--- src/rtl/tone_phase_gen.sv ---
// Tone generator: fetches a phase increment from the note ROM and runs a phase
// accumulator at a divided sample tick to drive a square-wave audio pin.
module tone_phase_gen #(
   parameter int ACC_W    = 20,
   parameter int TICK_DIV = 8192,
   parameter int ROM_LAT  = 1
) (
   input  logic        clk,
   input  logic        rst_n,
   input  logic [6:0]  note,
   input  logic        note_valid,
   output logic        note_ready,
   output logic [6:0]  rom_addr,
   input  logic [19:0] rom_dout,
   output logic        tick,
   output logic        note_active,
   output logic        audio_out
);

   localparam int CNT_W  = (TICK_DIV > 2) ? $clog2(TICK_DIV) : 1;
   localparam int WAIT_W = (ROM_LAT > 1) ? $clog2(ROM_LAT + 1) : 1;

   typedef enum logic [1:0] {
      ST_IDLE  = 2'd0,
      ST_FETCH = 2'd1,
      ST_RUN   = 2'd2
   } state_t;

   state_t             state_r;
   state_t             state_nxt_s;
   logic [WAIT_W-1:0]  wait_r;
   logic [WAIT_W-1:0]  wait_nxt_s;
   logic [CNT_W-1:0]   cnt_r;
   logic [19:0]        inc_r;
   logic [19:0]        inc_nxt_s;
   logic [ACC_W-1:0]   acc_r;
   logic [ACC_W-1:0]   acc_nxt_s;
   logic [6:0]         rom_addr_r;
   logic               note_ready_r;
   logic               tick_r;
   logic               note_active_r;
   logic               audio_out_r;
   logic               accept_s;
   logic               load_s;

   assign accept_s    = note_valid & note_ready_r;
   assign note_ready  = note_ready_r;
   assign rom_addr    = rom_addr_r;
   assign tick        = tick_r;
   assign note_active = note_active_r;
   assign audio_out   = audio_out_r;

   // Free-running sample-tick divider; tick is registered one cycle ahead of the wrap.
   always_ff @(posedge clk or negedge rst_n) begin
      if (!rst_n) begin
         cnt_r  <= {CNT_W{1'b0}};
         tick_r <= 1'b0;
      end else begin
         if (cnt_r == CNT_W'(TICK_DIV - 1)) begin
            cnt_r <= {CNT_W{1'b0}};
         end else begin
            cnt_r <= cnt_r + {{(CNT_W-1){1'b0}}, 1'b1};
         end
         tick_r <= (cnt_r == CNT_W'(TICK_DIV - 2));
      end
   end

   // Next-state logic for the note fetch sequence.
   always_comb begin
      state_nxt_s = state_r;
      wait_nxt_s  = wait_r;
      load_s      = 1'b0;
      case (state_r)
         ST_IDLE, ST_RUN: begin
            if (accept_s) begin
               state_nxt_s = ST_FETCH;
               wait_nxt_s  = {WAIT_W{1'b0}};
            end else begin
               state_nxt_s = state_r;
            end
         end
         ST_FETCH: begin
            if (wait_r == WAIT_W'(ROM_LAT)) begin
               load_s      = 1'b1;
               state_nxt_s = ST_RUN;
            end else begin
               wait_nxt_s  = wait_r + {{(WAIT_W-1){1'b0}}, 1'b1};
            end
         end
         default: begin
            state_nxt_s = ST_IDLE;
         end
      endcase
   end

   // Increment and accumulator next values; a zero increment clears the phase on load.
   always_comb begin
      inc_nxt_s = inc_r;
      acc_nxt_s = acc_r;
      if (load_s) begin
         inc_nxt_s = rom_dout;
      end else begin
         inc_nxt_s = inc_r;
      end
      if (load_s && (rom_dout == 20'd0)) begin
         acc_nxt_s = {ACC_W{1'b0}};
      end else if (tick_r && (state_r != ST_IDLE)) begin
         acc_nxt_s = acc_r + ACC_W'(inc_r);
      end else begin
         acc_nxt_s = acc_r;
      end
   end

   // FSM, phase state and ROM address registers.
   always_ff @(posedge clk or negedge rst_n) begin
      if (!rst_n) begin
         state_r    <= ST_IDLE;
         wait_r     <= {WAIT_W{1'b0}};
         inc_r      <= 20'd0;
         acc_r      <= {ACC_W{1'b0}};
         rom_addr_r <= 7'd0;
      end else begin
         state_r <= state_nxt_s;
         wait_r  <= wait_nxt_s;
         inc_r   <= inc_nxt_s;
         acc_r   <= acc_nxt_s;
         if (accept_s) begin
            rom_addr_r <= note;
         end else begin
            rom_addr_r <= rom_addr_r;
         end
      end
   end

   // Registered outputs; ready drops on accept and returns the cycle after the load.
   always_ff @(posedge clk or negedge rst_n) begin
      if (!rst_n) begin
         note_ready_r  <= 1'b1;
         note_active_r <= 1'b0;
         audio_out_r   <= 1'b0;
      end else begin
         if (accept_s) begin
            note_ready_r <= 1'b0;
         end else begin
            note_ready_r <= (state_r != ST_FETCH);
         end
         note_active_r <= (inc_nxt_s != 20'd0);
         audio_out_r   <= acc_r[ACC_W-1] & note_active_r;
      end
   end

endmodule
--- config.mk ---
export PLATFORM = sky130hd
export DESIGN_NAME = tone_phase_gen
export DESIGN_NICKNAME = d
export VERILOG_FILES = /design/src/rtl/tone_phase_gen.sv
export SDC_FILE = /design/constraint.sdc
export NUM_CORES = 1
export LEC_CHECK = 0
export BUFFER_PORTS_ARGS = -buffer_cell sky130_fd_sc_hd__buf_2
export CELL_PAD_IN_SITES_DETAIL_PLACEMENT = 1
export CELL_PAD_IN_SITES_GLOBAL_PLACEMENT = 2
export CORE_MARGIN = 2
export CORE_UTILIZATION = 40
export DETAILED_ROUTE_END_ITERATION = 10
export PLACE_DENSITY = 0.85
export SYNTH_ARGS = -nofsm -noshare
export SYNTH_HDL_FRONTEND = slang
export SYNTH_SLANG_ARGS = --single-unit
--- constraint.sdc ---
create_clock -name clk -period 6.3 [get_ports clk]
set_input_delay 1.26 -clock clk [delete_from_list [all_inputs] [get_ports clk]]
set_output_delay 1.26 -clock clk [all_outputs]
set_load 0.02 [all_outputs]
-- After elaboration in Yosys (flattened, before gate mapping)
Index checks and enable logic that the tools add are counted.
- register bits after elaboration: 67
- input bits: 30
- logic and storage cells: 46
- add/subtract/negate cells: 3
- equality and inequality tests: 7
- mux-type cells: 13
- bitwise logic cells: 2
- reduce and logical (&&, ||, !) cells: 11
- operators with widths (cell ; number):
    20-bit 2-to-1 mux ; 3
    13-bit == test (second input constant) ; 2
    20-bit adder ; 1
    20-bit zero test ; 1
    20-bit nonzero test ; 1
    13-bit by 1-bit adder with 13-bit output (second input constant) ; 1
    13-bit 2-to-1 mux ; 1
    2-bit nonzero test ; 3
    1-bit 2-to-1 mux ; 5
    2-bit 2-to-1 mux ; 2
    2-bit != test (second input constant) ; 2
    2-bit case mux with 2 select lines ; 1
    2-bit AND reduction ; 2
    1-bit AND ; 2
    2-bit by 1-bit == test with 1-bit output (second input constant) ; 1
    2-bit == test (second input constant) ; 1
    1-bit logical AND ; 2
    2-bit zero test ; 1
    2-bit by 1-bit != test with 1-bit output (second input constant) ; 1
    1-bit case mux with 2 select lines ; 1
    2-bit OR reduction ; 1
    1-bit adder (second input constant) ; 1

-- Logic depth before layout (Yosys ltp)
Gate-level depths: netlist of run 1.
- depth after elaboration: 4
- depth in mapped cells: 8
- gate-level depth less buffers: 8

-- Worst setup path after synthesis of run 1
OpenSTA, ideal clock, no wires.
- path type: input -> register
- from: input port rom_dout[6]
- to: register acc_r[14]
- setup time: 0.131 ns
- data arrival time: 2.388 ns
- required time: 6.169 ns
- path slack: 3.781 ns
- cell stages on the path: 6
- path buffers: 1
- path through: nor4_1 nand4b_1 nor2_1 clkbuf_8 a21oi_1 or3_1
- longest elaborated chain between the ends: 3
- RTL lines (item ; line ; RTL):
    start: declaration ; 14 ; input logic [19:0] rom_dout,
    20-bit zero test (*) ; 105 ; if (load_s && (rom_dout == 20'd0)) begin
    1-bit logical AND (*) ; 105 ;
    20-bit 2-to-1 mux / 2-bit nonzero test (equally long branches) ; - ;
    end signal: assignment ; 120 ; acc_r <= {ACC_W{1'b0}};
    end signal: assignment ; 126 ; acc_r <= acc_nxt_s;
    end: declaration ; 36 ; logic [ACC_W-1:0] acc_r;
Every way passes the cells marked *; elsewhere a longest branch is shown, timed or not.
A chain may end at the register's enable or synchronous reset.

-- Worst setup path in the final report of run 1
- from: register state_r[1]
- to: register acc_r[17]
- longest elaborated chain between the ends: 4
- RTL lines (item ; line ; RTL):
    start: declaration ; 29 ; state_t state_r;
    start signal: assignment ; 123 ; state_r <= state_nxt_s;
    2-bit by 1-bit == test with 1-bit output ; 73 ; case (state_r)
    1-bit 2-to-1 mux ; 73 ;
    1-bit logical AND ; 105 ;
    20-bit 2-to-1 mux / 2-bit nonzero test (equally long branches) ; - ;
Several ways; a longest one is shown, not always the timed one.

==> results.json, run 1 <==
{
  "run_status": "complete, no violations",
  "nets": 446,
  "routed_wl_um": 9359,
  "htree_levels": 3,
  "clk_pin_slew_ps": 80,
  "worst_slew_margin_rel_pct": 27.28,
  "detailedPlace.worstSlack_ps": 3297,
  "grt_pass1_vias": 3048,
  "postCtsSetupRepairBufs": 0,
  "final_design_area_no_fill_mm2": 0.004243,
  "cp-start-kind": "register",
  "critical_path.reg2reg.startpoint": "state_r[1]$_DFFE_PN0P_",
  "initial_antenna_violation_count": 0,
  "detail_route.vias_per_cell": 5.731,
  "synthesis.yosys.warnings": 0,
  "cellLeakagePower_nw": 1.877,
  "cts-hold-fix-buffers": 0,
  "top_achievable_clock_speed_mhz": 356.5,
  "rows": 35,
  "ys_seq_area_share_pct": 45.03,
  "area_delta_synth_final_pct": 13.87,
  "core_mm2": 0.009153,
  "synthDistinctLibCells": 62,
  "cts.repair.resized": 0,
  "grt_pass1_wl_um": 15440,
  "worst_ir_drop_vdd_uv": 200.1,
  "tritoncts.num_buffers": 9,
  "crit_type": "register to register",
  "detailedRoute.firstIterationViolations": 87,
  "final_hold_viol_count": 0,
  "post-route-drc-count": 0,
  "cts_sinks": 67,
  "number_of_flops_mapped_to_enable_cells_by_yosys": 0,
  "floorplan.die_area_mm2": 0.01010,
  "insertion_delay_ps": 350,
  "globalRouteTotalUtil_pct": 19.89,
  "initial_core_util_pct": 40.71,
  "antenna_violating_nets_post_route": 0,
  "routed_wire_length_per_instance_um": 18.39,
  "die_h_um": 100.5,
  "drive_above_1_share_pct": 23.62,
  "setup.worst_path.end_class": "register",
  "ios": 41,
  "syn_avg_cell_area_um2": 10.65,
  "cp.arrival_ps": 3030,
  "final.setup.tns_ps": 0,
  "firstDrtPassIters": 4,
  "postSynth.topFlopCell": "dfrtp_1",
  "grt.overflow.total": 0,
  "report.final.setup_viol": 0,
  "setup_slack_ps": 3495,
  "type_of_the_tightest_min_delay_check": "register to register",
  "rsz0062_at_grt": "no",
  "p_per_area_mw_per_mm2": 444.3,
  "postPlaceCellArea_mm2": 0.004004,
  "synth-seq-cells": 67,
  "final.setup_skew_ps": 12.65,
  "worstHoldStart": "cnt_r[4]$_DFF_PN0_",
  "first_element_of_the_critical_path": "state_r[1]$_DFFE_PN0P_",
  "clockBufferDepth": 2,
  "synth.net_count": 402,
  "period_share_pct": 44.53,
  "antennaDiodeCount": 0,
  "synth_instances": 350,
  "io_buffer_count": 40,
  "final_max_tran_viols": 0,
  "die_w_um": 100.5,
  "timing.max_cap.violations": 0,
  "via_count": 2917,
  "gpl.final_weighted_congestion": 0.8177,
  "clock_tree.root_cell": "clkbuf_8",
  "tritoncts": "built",
  "place.detailed.hpwl_um": 6882,
  "ys_async_sr_fraction_pct": 100.0,
  "syn_area_mm2": 0.003726,
  "critPathRequiredTime_ps": 6530,
  "grt_max_degree": 68,
  "timing_worst_slew_pin_value_ps": 1088,
  "layout_min_cycle_time_ps": 2805,
  "crit_fanout": 23
}
[cell type report]
cell class / count / area, um^2
clock buffer: 9 / 123.9
clock inverter: 6 / 115.1
fill: 1014 / 4910
inverter: 4 / 15.01
multi-input combinational: 269 / 1949
sequential: 67 / 1678
tap: 111 / 138.9
timing repair buffer: 43 / 222.7
[critical path, stage by stage, from the launching register on]
cell       delay (ps)
dfrtp_1           430
nand3b_1          840
nand4b_1          500
nor2_1            140
buf_4             300
nor2_1            210
o2111ai_1         150
o211ai_1          110
[cell usage in the layout, fill, tap and decap left out, types with 4 or more instances in the layout]
master / count
clkbuf_8: 9
nor4_1: 11
a21o_1: 7
and3_1: 4
ha_1: 21
buf_2: 40
o21a_1: 8
o21ai_1: 4
nand3_1: 10
a21oi_1: 25
nor2_1: 19
or3_1: 8
nand2_1: 36
mux2_2: 24
inv_1: 4
xnor2_1: 9
o21ai_0: 6
xor2_1: 9
dfrtp_1: 66
nand4_1: 7
o211ai_1: 6
[synthesized netlist by cell type (3+ instances only)]
master	count	area, um^2
nor3_1	3	15.01
a211oi_1	3	22.52
dfrtp_1	66	1652
a22o_1	3	26.28
xnor2_1	9	78.83
xor2_1	9	78.83
or3_1	8	50.05
nor2_1	19	71.32
nand4_1	7	43.79
o21a_1	8	60.06
a21oi_1	25	125.1
o21ai_0	6	30.03
nand3_1	10	50.05
o211ai_1	6	45.04
o21ai_1	4	20.02
mux2_2	24	270.3
buf_2	3	15.01
nand3b_1	3	22.52
inv_1	4	15.01
a21o_1	7	52.55
nor4_1	11	68.82
nand2_1	36	135.1
mux2_1	3	33.78
and3_1	4	25.02
a211o_1	3	26.28
ha_1	21	262.8
[metrics by stage]
stage	util [%]	instances	total power, mW	hold WS (ps)
after floorplan	-	350	1.237	438.0
after global placement	43.75	494	1.426	459.9
after detailed placement	43.75	494	1.446	457.9
after CTS	46.36	509	1.897	477.9
after global routing	46.36	509	2.002	491.5
final	46.36	509	1.885	474.4
[cells by family after synthesis]
group                      Yosys count  share of synthesized area (%)
and+or+nand+nor                    113                          15.25
adders and majority gates           22                          7.589
DFF                                 67                          45.03
muxes                               29                          8.831
xor gates and xnor gates            18                          4.231
AOI/OAI and AO/OA                   87                          16.42
buffers and inverters               14                          2.652
[final timing paths]
kind / to / slack [ps] / cells past startpoint
max in group asynchronous: cnt_r[11]$_DFF_PN0_ / 4610 / 2
hold / removal: cnt_r[4]$_DFF_PN0_ / 470 / 1
hold reg to reg: cnt_r[4]$_DFF_PN0_ / 470 / 1
min in group asynchronous: acc_r[6]$_DFFE_PN0P_ / 1080 / 2
setup / recovery: acc_r[17]$_DFFE_PN0P_ / 3490 / 7
setup reg to reg: acc_r[17]$_DFFE_PN0P_ / 3490 / 7
[power by group]
group,switching [mW],internal [mW]
sequential,0.0760,0.534
combinational,0.470,0.366
clock,0.176,0.262
[routing by layer]
layer / routed length, um / part of all wire (%) / track usage (%)
met1: 4111 / 44 / 24.45
met2: 4755 / 51 / 34.02
met3: 262 / 2.8 / 4.438
met4: 229 / 2.4 / 7.798
met5: 0 / 0 / 0
[registers in the layout, summed over array words and instances, names as in the netlist]
signal       cells
acc_r           20
tick             1
inc_r           20
audio_out        1
note_active      1
rom_addr         7
wait_r           1
state_r          2
note_ready       1
cnt_r           13
Note: power is estimated with default switching activity, not from simulation.
==> run 2: changes to the inputs <==
--- a/config.mk
+++ b/config.mk
@@ -9,9 +9,9 @@
 export CELL_PAD_IN_SITES_DETAIL_PLACEMENT = 1
 export CELL_PAD_IN_SITES_GLOBAL_PLACEMENT = 2
 export CORE_MARGIN = 2
-export CORE_UTILIZATION = 40
+export CORE_UTILIZATION = 35
 export DETAILED_ROUTE_END_ITERATION = 10
-export PLACE_DENSITY = 0.85
+export PLACE_DENSITY = 0.79
 export SYNTH_ARGS = -nofsm -noshare
 export SYNTH_HDL_FRONTEND = slang
 export SYNTH_SLANG_ARGS = --single-unit
==> constraint.sdc (replaced) <==
create_clock -name clk -period 2.4 [get_ports clk]
set_input_delay 0.48 -clock clk [delete_from_list [all_inputs] [get_ports clk]]
set_output_delay 0.48 -clock clk [all_outputs]
set_load 0.02 [all_outputs]
==> results.json, run 2 (synthesis results as in run 1) <==
{
  "run_status": "complete, no violations",
  "cp.arrival_ps": 2580,
  "setup.worst_path.end_class": "register",
  "area_delta_synth_final_pct": 19.34,
  "drive_above_1_share_pct": 28.61,
  "r2r_slack_ps": 60,
  "grt_util_met1_pct": 23.04,
  "core_mm2": 0.01032,
  "die_w_um": 107.2,
  "type_of_the_tightest_min_delay_check": "input pin to asynchronous set/reset pin",
  "routed_wl_um": 9787,
  "crit_fanout": 5,
  "via_count": 2974,
  "initial_antenna_violation_count": 0,
  "reg2reg_depth": 9,
  "detail_route.vias_per_cell": 5.388,
  "tritoncts": "built",
  "critical_path.max_stage_delay_ps": 390,
  "detailedPlace.worstSlack_ps": -24.39,
  "htree_levels": 3,
  "grt_pass1_vias": 3201,
  "routed_wire_length_per_instance_um": 17.73,
  "crit_slowest_cell": "dfrtp_1",
  "globalRouteTotalUtil_pct": 18.60,
  "p_per_area_mw_per_mm2": 1141,
  "worstReg2RegEnd": "acc_r[18]$_DFFE_PN0P_",
  "crit_type": "register to register",
  "cp-start-kind": "register",
  "insertion_delay_ps": 350,
  "grt_most_used_layer": "met2",
  "antennaDiodeCount": 0,
  "final_common_cell": "dfrtp_1",
  "grt.overflow.total": 0,
  "critPathRequiredTime_ps": 2640,
  "crit_path_cell_trace": "ha_2 -> fa_2 -> a211o_1 -> a211oi_2 -> o31a_1 -> buf_6 -> o21ai_1 -> xor2_1 -> a22o_1",
  "holdWs_ps": 157.1,
  "rows": 37,
  "period_share_pct": 97.60,
  "layout_min_cycle_time_ps": 2342,
  "nFillCells": 1170,
  "timing_worst_slew_pin_value_ps": 678.0,
  "initial_core_util_pct": 36.09,
  "die_h_um": 107.2,
  "timing.max_cap.violations": 0,
  "rsz0062_at_grt": "yes",
  "setup_slack_ps": 57.66,
  "detailedRoute.firstIterationViolations": 90,
  "nets": 464,
  "clk_pin_slew_ps": 70,
  "clock_tree.root_cell": "clkbuf_8",
  "cellLeakagePower_nw": 1.954,
  "gr-usage-met3_pct": 3.526,
  "floorplan.die_area_mm2": 0.01149,
  "io_buffer_count": 40,
  "first_element_of_the_critical_path": "inc_r[0]$_DFF_PN0_",
  "cts_sinks": 67,
  "top_regs": "acc_r x20, inc_r x20, cnt_r x13",
  "clockBufferDepth": 2,
  "place.detailed.hpwl_um": 7395,
  "worst_ir_drop_vdd_uv": 545.3,
  "final_cell_mix": "66 x dfrtp_1, 40 x buf_2, 36 x nand2_1, 24 x mux2_2, 24 x a21oi_1",
  "final_max_tran_viols": 0,
  "tritoncts.num_buffers": 9,
  "grt_max_degree": 33,
  "report.final.setup_viol": 0,
  "antenna_violating_nets_post_route": 0,
  "globalRouteMet2Util_pct": 31.92,
  "grt_pass1_wl_um": 16510,
  "worst_slew_margin_rel_pct": 54.80,
  "critical_path.reg2reg.startpoint": "inc_r[0]$_DFF_PN0_",
  "final_standard_cell_utilization_of_the_core_pct": 43.07,
  "ios": 41,
  "fin_total_pwr_mw": 5.072,
  "firstDrtPassIters": 5,
  "gpl.final_weighted_congestion": 0.8314,
  "top_achievable_clock_speed_mhz": 426.9,
  "final_hold_viol_count": 0,
  "final.setup_skew_ps": 6.459,
  "post-route-drc-count": 0
}
## run 2: changes by cell type in the layout (fill, tap and decap cells not counted), sizes merged
cell	change
clkinvlp	+1
clkinv	-2
buf	+18
clkbuf	+2
bufinv	-1
## run 2: layout make-up
cell class | count | area (um^2) | area share, %
sequential | 67 | 1678 | 37.73
clock buffer | 11 | 141.4 | 3.180
multi-input combinational | 269 | 1981 | 44.54
clock inverter | 4 | 75.07 | 1.688
inverter | 4 | 15.01 | 0.3376
timing repair buffer | 61 | 386.6 | 8.694
tap | 136 | 170.2 | 3.827
## run 2: metal layers
layer / vias up / routed length [um] / share of wire, %
li1: 1427 / - / -
met1: 1491 / 4412 / 45
met2: 40 / 4888 / 50
met3: 16 / 304 / 3.1
met4: 0 / 180 / 1.8
met5: - / 0 / 0
## run 2: critical path, delay by kind of cell (launching register included)
| kind | cells | cell delay, ps |
|---|---|---|
| buf+inv | 1 | 130 |
| flops | 1 | 390 |
| xor+xnor | 1 | 150 |
| compound gates | 5 | 1030 |
| fa+ha+maj | 2 | 540 |
## run 2: metrics by stage
| stage | instance area [um^2] | TNS, ps | instances |
|---|---|---|---|
| 2_1_floorplan | 3726 | 0 | 350 |
| 3_3_place_gp | 4180 | 0 | 535 |
| 3_5_place_dp | 4180 | -24.39 | 535 |
| 4_1_cts | 4428 | 0 | 552 |
| 5_1_grt | 4447 | -25.65 | 552 |
| 6_report | 4447 | 0 | 552 |
## run 2: where the power goes
group	switching, mW	internal, mW
Sequential	0.200	1.40
Clock	0.434	0.608
Combinational	1.31	1.12
## run 2: worst max-delay path by stage
stage                     slack [ps]                    end  cells past startpoint
after floorplan                  140  acc_r[16]$_DFFE_PN0P_                      8
after global placement            20  acc_r[18]$_DFFE_PN0P_                      8
after detailed placement         -20  acc_r[18]$_DFFE_PN0P_                      8
after CTS                         30  acc_r[19]$_DFFE_PN0P_                      7
after global routing             -30  acc_r[16]$_DFFE_PN0P_                      8
final                             60  acc_r[18]$_DFFE_PN0P_                      9
## run 2: what timing repair did
| item | CTS | global route |
|---|---|---|
| setup endpoints to repair | 5 | 7 |
| hold buffers | 0 | 0 |
| resized for setup | 4 | 5 |
| hold endpoints to repair | 0 | 0 |
| setup buffers | 2 | 0 |
| cloned | 0 | 0 |
| pin swaps | 5 | 5 |
==> run 3: changes to the inputs <==
--- a/config.mk
+++ b/config.mk
@@ -5,11 +5,12 @@
 export SDC_FILE = /design/constraint.sdc
 export NUM_CORES = 1
 export LEC_CHECK = 0
+export ABC_AREA = 1
 export BUFFER_PORTS_ARGS = -buffer_cell sky130_fd_sc_hd__buf_2
 export CELL_PAD_IN_SITES_DETAIL_PLACEMENT = 1
 export CELL_PAD_IN_SITES_GLOBAL_PLACEMENT = 2
 export CORE_MARGIN = 2
-export CORE_UTILIZATION = 35
+export CORE_UTILIZATION = 31
 export DETAILED_ROUTE_END_ITERATION = 10
 export PLACE_DENSITY = 0.79
 export SYNTH_ARGS = -nofsm -noshare
==> results.json, run 3 <==
{
  "cp.arrival_ps": 2210,
  "cts.repair.resized": 0,
  "initial_antenna_violation_count": 0,
  "run_status": "complete, no violations",
  "grt_pass1_wl_um": 19750,
  "postSynth.topFlopCell": "dfrtp_1",
  "critical_path.max_stage_delay_ps": 470,
  "globalRouteTotalUtil_pct": 17.58,
  "power.share.switching_pct": 37.78,
  "critPathRequiredTime_ps": 2610,
  "number_of_flops_mapped_to_enable_cells_by_yosys": 0,
  "grt_pass1_vias": 4022,
  "area_delta_synth_final_pct": 17.44,
  "p_sw_mw": 1.648,
  "rows": 41,
  "power.sequential.fraction_pct": 36.8,
  "timing.critical_path.buf_inv": 0,
  "worst_slew_margin_rel_pct": 65.82,
  "synth.net_count": 608,
  "yosys.cell_count.top_type": "nand2_1",
  "die_w_um": 118.4,
  "final_hold_viol_count": 0,
  "firstDrtPassIters": 4,
  "final_cell_mix": "192 x nand2_1, 70 x inv_1, 66 x dfrtp_1, 54 x nand3_1, 47 x nor2_1",
  "syn_area_mm2": 0.004060,
  "netlist_top_cells_area": "dfrtp_1 41%, nand2_1 18%, nand3_1 6.7%, ha_1 6.5%, inv_1 6.5%",
  "tritoncts": "built",
  "rsz0062_at_grt": "no",
  "crit_fanout": 4,
  "gpl.final_weighted_congestion": 0.7935,
  "netlist_top_cells_count": "192 x nand2_1, 70 x inv_1, 66 x dfrtp_1",
  "postCtsSetupRepairBufs": 0,
  "clk_pin_slew_ps": 60,
  "worst_ir_drop_vdd_uv": 455.3,
  "cts-hold-fix-buffers": 0,
  "area_taken_by_multi_input_logic_gates_mm2": 0.002044,
  "crit_type": "register to register",
  "cts_sinks": 67,
  "synthDominantCellAreaShare_pct": 40.68,
  "clockBufferDepth": 2,
  "synthesis.yosys.warnings": 0,
  "core_mm2": 0.01272,
  "detailedRoute.firstIterationViolations": 109,
  "grt.overflow.total": 0,
  "ios": 41,
  "antenna_violating_nets_post_route": 0,
  "antennaDiodeCount": 0,
  "synth-seq-cells": 67,
  "place.detailed.hpwl_um": 9100,
  "timing_worst_slew_pin_value_ps": 512.7,
  "report.final.setup_viol": 0,
  "period_share_pct": 83.21,
  "via_count": 3646,
  "final.setup_skew_ps": 9.570,
  "synth_instances": 556,
  "synthDistinctLibCells": 39,
  "top_achievable_clock_speed_mhz": 500.7,
  "clock_tree.root_cell": "clkbuf_16",
  "insertion_delay_ps": 320,
  "detail_route.vias_per_cell": 4.668,
  "cp-start-kind": "register",
  "nFillCells": 1693,
  "drive_above_1_share_pct": 12.32,
  "post-route-drc-count": 0,
  "final_design_area_no_fill_mm2": 0.004768,
  "tritoncts.num_buffers": 9,
  "top_regs": "acc_r x20, inc_r x20, cnt_r x13",
  "initial_core_util_pct": 31.91,
  "htree_levels": 3,
  "postPlaceCellArea_mm2": 0.004473,
  "routed_wire_length_per_instance_um": 14.75,
  "seqCellArea_mm2": 0.001678,
  "pwr-share-comb_pct": 33.0,
  "crit_top_cell": "nand2_1",
  "final.setup.tns_ps": 0,
  "crit_path_cell_trace": "ha_1 -> fa_1 -> nand3_1 -> nand3_1 -> nand2_1 -> nand2_1 -> nand2_1 -> nand3b_1 -> nand3_1 -> nand2_1",
  "setup.worst_path.end_class": "register",
  "power.internal_mw": 2.714,
  "timing.max_cap.violations": 0,
  "die_h_um": 118.4,
  "layout_min_cycle_time_ps": 1997,
  "cellLeakagePower_nw": 2.680,
  "crit_slowest_cell": "fa_1",
  "ys_async_sr_fraction_pct": 100.0,
  "final_max_tran_viols": 0,
  "grt_max_degree": 40,
  "syn_avg_cell_area_um2": 7.302,
  "type_of_the_tightest_min_delay_check": "input pin to asynchronous set/reset pin",
  "synth_area_leader_cell": "dfrtp_1",
  "ys_seq_area_share_pct": 41.33,
  "routed_wl_um": 11520,
  "critical-path-top-delay-family": "simple AND/OR/NAND/NOR gates",
  "p_per_area_mw_per_mm2": 914.9,
  "power_frac_clock_pct": 30.2,
  "io_buffer_count": 40,
  "final_common_cell": "nand2_1",
  "floorplan.die_area_mm2": 0.01403,
  "nets": 656
}
==> run 3: power groups by stage <==
stage / Clock, mW / Combinational, mW / Sequential (mW)
after floorplan: 0 / 0.989 / 1.62
after global placement: 0 / 1.43 / 1.61
after detailed placement: 0 / 1.45 / 1.62
after CTS: 1.35 / 1.46 / 1.61
after global routing: 1.40 / 1.65 / 1.64
final: 1.32 / 1.44 / 1.61
==> run 3: layer usage <==
metal  global-route usage [%]  vias to the layer above  part of all wire (%)
li1                         -                     1854                     -
met1                    22.88                     1741                    47
met2                    30.35                       43                    49
met3                    3.185                        8                   2.6
met4                    4.018                        0                  0.86
met5                        0                        -                     0
==> run 3: layout make-up <==
cell class,count,area share (%)
multi-input cells,407,42.88
flip-flops and latches,67,35.19
inverters,72,5.668
repair buffers,47,5.563
clock buffers,11,5.091
well taps,172,4.513
clock inverters,5,1.102
==> run 3: final timing paths <==
check	from	end	slack (ps)	cells past startpoint
setup / recovery	inc_r[0]$_DFF_PN0_	acc_r[16]$_DFFE_PN0P_	400	10
hold / removal	rst_n	inc_r[17]$_DFF_PN0_	130	1
setup reg to reg	inc_r[0]$_DFF_PN0_	acc_r[16]$_DFFE_PN0P_	400	10
hold reg to reg	rom_addr[0]$_DFFE_PN0P_	rom_addr[0]$_DFFE_PN0P_	480	2
max in group asynchronous	rst_n	inc_r[0]$_DFF_PN0_	1510	3
min in group clk	note[6]	rom_addr[6]$_DFFE_PN0P_	350	3
==> run 3: metrics by stage <==
step                      setup slack (ps)  instances  hold slack, ps  power (mW)  utilization, %
after CTS                            349.2        781           141.7       4.415           37.48
after detailed placement             359.3        765           470.2       3.067           35.16
final                                402.9        781           127.5       4.363           37.48
after global placement               393.3        765           459.2       3.032           35.16
after global routing                 240.6        781           155.3       4.692           37.48
after floorplan                      684.9        556           184.4       2.613               -
==> run 3: worst register-to-register path: stages (launching register included) <==
cell and delay (ps):
dfrtp_1 390, ha_1 270, fa_1 470, nand3_1 100
nand3_1 130, nand2_1 90, nand2_1 120, nand2_1 110
nand3b_1 80, nand3_1 90, nand2_1 60
==> run 3: logic make-up after synthesis <==
| kind of cell | count (synthesis) | share of synthesized area (%) |
|---|---|---|
| compound gates | 42 | 5.855 |
| simple gates | 331 | 34.95 |
| buf+inv | 82 | 8.320 |
| xor+xnor | 12 | 2.589 |
| fa+ha+maj | 22 | 6.965 |
| flops | 67 | 41.33 |
